===== src/rtl/sram_fifo_ctrl.sv =====
`default_nettype none
// sram_fifo_ctrl: FIFO controller for an external SRAM with a one-entry registered output stage.
// Revision 1.0
module sram_fifo_ctrl #(
   parameter int N = 32,
   parameter int D = 1024,
   parameter int A = $clog2(D)
) (
   input  logic         clk,
   input  logic         rstn,
   input  logic         flush,
   input  logic         s_valid,
   output logic         s_ready,
   input  logic [N-1:0] s_data,
   output logic         m_valid,
   input  logic         m_ready,
   output logic [N-1:0] m_data,
   output logic [A:0]   count,
   output logic         full,
   output logic         empty,
   output logic         mem_wren,
   output logic [A-1:0] mem_waddr,
   output logic [N-1:0] mem_wdata,
   output logic         mem_rden,
   output logic [A-1:0] mem_raddr,
   input  logic [N-1:0] mem_rdata
);

   localparam logic [A:0] DEPTH_C = (A+1)'(D);
   localparam logic [A:0] ONE_C   = {{A{1'b0}}, 1'b1};

   logic [A:0]   wptr_q, wptr_d;
   logic [A:0]   rptr_q, rptr_d;
   logic         ovalid_q, ovalid_d;
   logic [N-1:0] odata_q, odata_d;
   logic [A:0]   stored;
   logic         push;
   logic         load;

   // stored excludes the write in flight, so a word is never read in the cycle it is written
   assign stored  = wptr_q - rptr_q;
   assign full    = (stored == DEPTH_C);
   assign s_ready = !full && !flush && rstn;
   assign push    = s_valid && s_ready;
   assign load    = (stored != '0) && (!ovalid_q || m_ready) && !flush;

   assign mem_wren  = push;
   assign mem_waddr = wptr_q[A-1:0];
   assign mem_wdata = push ? s_data : '0;
   assign mem_rden  = load;
   assign mem_raddr = rptr_q[A-1:0];

   assign m_valid = ovalid_q;
   assign m_data  = odata_q;
   assign count   = stored + {{A{1'b0}}, ovalid_q};
   assign empty   = (count == '0);

   always_comb begin
      wptr_d   = wptr_q;
      rptr_d   = rptr_q;
      ovalid_d = ovalid_q;
      odata_d  = odata_q;
      if (flush) begin
         wptr_d   = '0;
         rptr_d   = '0;
         ovalid_d = 1'b0;
      end else begin
         if (push) begin
            wptr_d = wptr_q + ONE_C;
         end
         if (load) begin
            rptr_d   = rptr_q + ONE_C;
            ovalid_d = 1'b1;
            odata_d  = mem_rdata;
         end else if (ovalid_q && m_ready) begin
            ovalid_d = 1'b0;
         end
      end
   end

   always_ff @(posedge clk or negedge rstn) begin
      if (!rstn) begin
         wptr_q   <= '0;
         rptr_q   <= '0;
         ovalid_q <= 1'b0;
         odata_q  <= '0;
      end else begin
         wptr_q   <= wptr_d;
         rptr_q   <= rptr_d;
         ovalid_q <= ovalid_d;
         odata_q  <= odata_d;
      end
   end

endmodule
`default_nettype wire


===== config.mk =====
export PLATFORM = sky130hd
export DESIGN_NAME = sram_fifo_ctrl
export DESIGN_NICKNAME = d
export VERILOG_FILES = /design/src/rtl/sram_fifo_ctrl.sv
export SDC_FILE = /design/constraint.sdc
export NUM_CORES = 1
export LEC_CHECK = 0
export CAP_MARGIN = 40
export CORE_MARGIN = 2
export CORE_UTILIZATION = 35
export CTS_CLUSTER_DIAMETER = 200
export CTS_CLUSTER_SIZE = 28
export DETAILED_ROUTE_END_ITERATION = 10
export GPL_TIMING_DRIVEN = 1
export PLACE_DENSITY_LB_ADDON = 0.08
export SYNTH_ARGS = -nofsm -noshare
export SYNTH_HDL_FRONTEND = slang
export SYNTH_SLANG_ARGS = --single-unit

===== constraint.sdc =====
create_clock -name clk -period 4.7 [get_ports clk]
set_input_delay 0.705 -clock clk [delete_from_list [all_inputs] [get_ports clk]]
set_output_delay 0.705 -clock clk [all_outputs]
set_load 0.1 [all_outputs]

==> impl_metrics.json <==
{
  "async_flop_share_pct": 100,
  "syn_nets": 446,
  "p_leak_nw": 3.05,
  "rows": 38,
  "root_buffer": "clkbuf_8",
  "ys_top_cells_by_area": "dfrtp_1 36%, mux2_4 11%, and2_1 5.6%",
  "cts_tree": "yes",
  "hp-start": "wptr_q[10]",
  "finalSetupViolCount": 0,
  "finalSetupTns_ps": 0,
  "grt_pass1_vias": 3405,
  "cts_buffer_depth": 2,
  "worstPathMaxFanout": 6,
  "die_area_mm2": 0.0118,
  "grt_pass1_wl_mm": 17.5,
  "die_h_um": 108,
  "maxCapViolCount": 0,
  "antenna_found_initial": 0,
  "met3_usage_pct": 4.16,
  "place.gp.congestion": 0.883,
  "cts_buffers": 5,
  "ir_drop_uv": 316,
  "layout-drive-gt1-share_pct": 30.7,
  "drv_slew": 0,
  "drt_wl_total_mm": 11.1,
  "syn-cell-area_mm2": 0.00382,
  "r2r-start": "wptr_q[0]",
  "h-tree-depth": 2,
  "antenna_left": 0,
  "vias_per_cell": 4.85,
  "worst-r2r-cell-count": 13,
  "layoutNonFillerInstCount": 706,
  "holdWs_ps": 512,
  "wl_per_cell_um": 15.7,
  "hold_class": "flop to flop",
  "crit_required_ps": 3990,
  "dpl.cell_count": 698,
  "synth-seq-cells": 55,
  "dp_hpwl_mm": 8.79,
  "skew_ps": 4.40,
  "fp.coreArea_mm2": 0.0107,
  "fin_crit_ps": 4460,
  "diodes": 0,
  "syn_inst": 362,
  "rr_endpoint": "m_data[1]",
  "nets": 649,
  "worst_pin_slew_ps": 737,
  "slew-limit-headroom_pct": 50.8,
  "vias": 3426,
  "status": "finished, final reports clean",
  "synthDistinctLibCells": 56,
  "critPathCaptureType": "output port",
  "ys.flop_type": "dfrtp_1",
  "busiest_layer": "met2",
  "first_pass_iters": 4,
  "multiInputGateArea_mm2": 0.00221,
  "yosys.area.top_type": "dfrtp_1",
  "r2r_slack_ps": 750,
  "use_met2_pct": 30.8,
  "drc_errors": 0,
  "fmax_ghz": 0.224,
  "syn_to_final_growth_pct": 82.3,
  "post_cts_buffers": 0,
  "rsz0062_at_grt": "false",
  "io_pins": 170,
  "grt_overflow": 0,
  "die_w_um": 108,
  "path_class": "flop to output port",
  "hold_violations": 0,
  "clkSinkCount": 55,
  "yosysTopAreaCellShare_pct": 36.1,
  "insertion_delay_ps": 310,
  "fill_cells": 833,
  "portBuffers": 169,
  "ys_warn_count": 0,
  "grt_max_degree": 57,
  "clk_pin_slew_worst_paths_ps": 100,
  "initial_core_util_pct": 35.5,
  "drt-initial-drc-count": 150,
  "holdPathStages": 1,
  "syn_avg_cell_area_um2": 10.5,
  "use_met1_pct": 25.6,
  "finalCritPeriodShare_pct": 94.8,
  "grtUsageTotal_pct": 18.8,
  "power.density_mw_per_mm2": 309,
  "cp-start-kind": "flop",
  "synth_seq_area_share_pct": 36.1,
  "holdPathEnd": "wptr_q[10]",
  "synth_edf_count": 0,
  "seq_area_mm2": 0.00138,
  "crit_arrival_ps": 3750
}
==> what timing repair did <==
item,4_1_cts,5_1_grt
resized for setup,0,7
hold buffers,0,0
setup endpoints to repair,0,35
==> cell type report <==
| type | instances | share of cell area [%] |
|---|---|---|
| clock inverter | 2 | 0.234 |
| clock buffer | 6 | 1.04 |
| inverter | 15 | 0.809 |
| sequential | 55 | 19.8 |
| tap | 140 | 2.52 |
| timing repair buffer | 231 | 43.9 |
| multi-input combinational | 257 | 31.7 |
==> where the power goes <==
| part | leakage [nW] | internal [W] | switching, W |
|---|---|---|---|
| Sequential | 0.690 | 0.000516 | 0.0000306 |
| Clock | 0.0418 | 0.000108 | 0.000167 |
| Combinational | 2.31 | 0.000485 | 0.000845 |
| Total | 3.05 | 0.00111 | 0.00104 |
==> logic make-up (layout without fill, tap and decap cells) <==
kind of cell               Yosys count  after routing  share of synthesized area (%)
and+or+nand+nor                    128            128                           18.7
DFF                                 55             55                           36.1
buffers and inverters               50            254                           8.75
AOI/OAI and AO/OA                   48             48                           10.7
muxes                               45             45                           15.9
xor gates and xnor gates            21             21                           4.82
adders and majority gates           15             15                           5.11
==> cell usage in the layout, fill, tap and decap left out, drive strengths merged, types with 6 or more instances in the layout <==
cell	Yosys	final
clkdlybuf4s50	0	122
buf	26	109
dfrtp	55	55
mux2	37	37
and2	36	36
nor2	25	25
inv	15	16
nand2	14	14
ha	14	14
xor2	11	11
and3	10	10
xnor2	10	10
nand3	9	9
a21oi	9	9
mux2i	8	8
nor2b	6	6
nand4	6	6
clkbuf	9	6
==> worst max-delay path, cell delays in order, from the launching register on <==
cell       delay (ps)
dfrtp_1           460
inv_1              80
ha_1              160
inv_1              60
fa_1              430
xor2_1            320
and3_1            260
xor2_2             80
or4_1             480
nor3_1            140
or3b_1            400
a2111oi_4         350
buf_12            220
==> layer usage <==
layer / share of wire [%] / up-vias / routed length [µm]
met5: 0 / - / 0
met4: 0.75 / 0 / 83
met3: 6.6 / 8 / 728
met2: 50 / 132 / 5500
met1: 43 / 1630 / 4790
li1: - / 1656 / -
==> per-stage QoR <==
step / utilization, % / setup slack (ps) / total power (W) / instance area (µm²)
2_1_floorplan: - / -229 / 0.00141 / 3880
3_3_place_gp: 54.1 / 573 / 0.00168 / 5810
3_5_place_dp: 63.6 / 390 / 0.00188 / 6830
4_1_cts: 64.4 / 41.2 / 0.00216 / 6920
5_1_grt: 64.8 / 15.2 / 0.00224 / 6960
6_report: 64.8 / 244 / 0.00215 / 6960
==> flip-flops by register name (all words and copies together) (netlist names) <==
signal	count
m_data	32
rptr_q	11
wptr_q	11
m_valid	1
==> worst max-delay path by stage <==
stage,cells after the start,endpoint,from,slack (ps)
2_1_floorplan,11,empty,wptr_q[0],-230
3_3_place_gp,13,mem_wdata[31],wptr_q[0],570
3_5_place_dp,13,mem_wdata[31],wptr_q[0],390
4_1_cts,13,mem_wdata[31],wptr_q[0],40
5_1_grt,12,empty,wptr_q[0],20
6_report,12,empty,wptr_q[0],240
==> synth_stat cells, types with 3 or more instances <==
master / n
mux2i_1: 8
xor2_1: 11
nand2_1: 14
o21a_1: 3
nor3_1: 5
clkbuf_1: 9
a41o_1: 4
and3_1: 9
and2_1: 34
buf_6: 3
nor4_1: 3
dfrtp_1: 55
a21o_1: 5
a311oi_1: 4
xnor2_1: 10
buf_4: 20
inv_1: 15
a211oi_1: 3
mux2_2: 8
nor2_1: 25
nand3_1: 9
nand4_1: 6
a2111oi_0: 3
mux2_4: 29
buf_12: 3
nand2b_1: 3
a21oi_1: 8
ha_1: 14
nor2b_1: 6
Note: power is estimated with default switching activity, not from simulation.
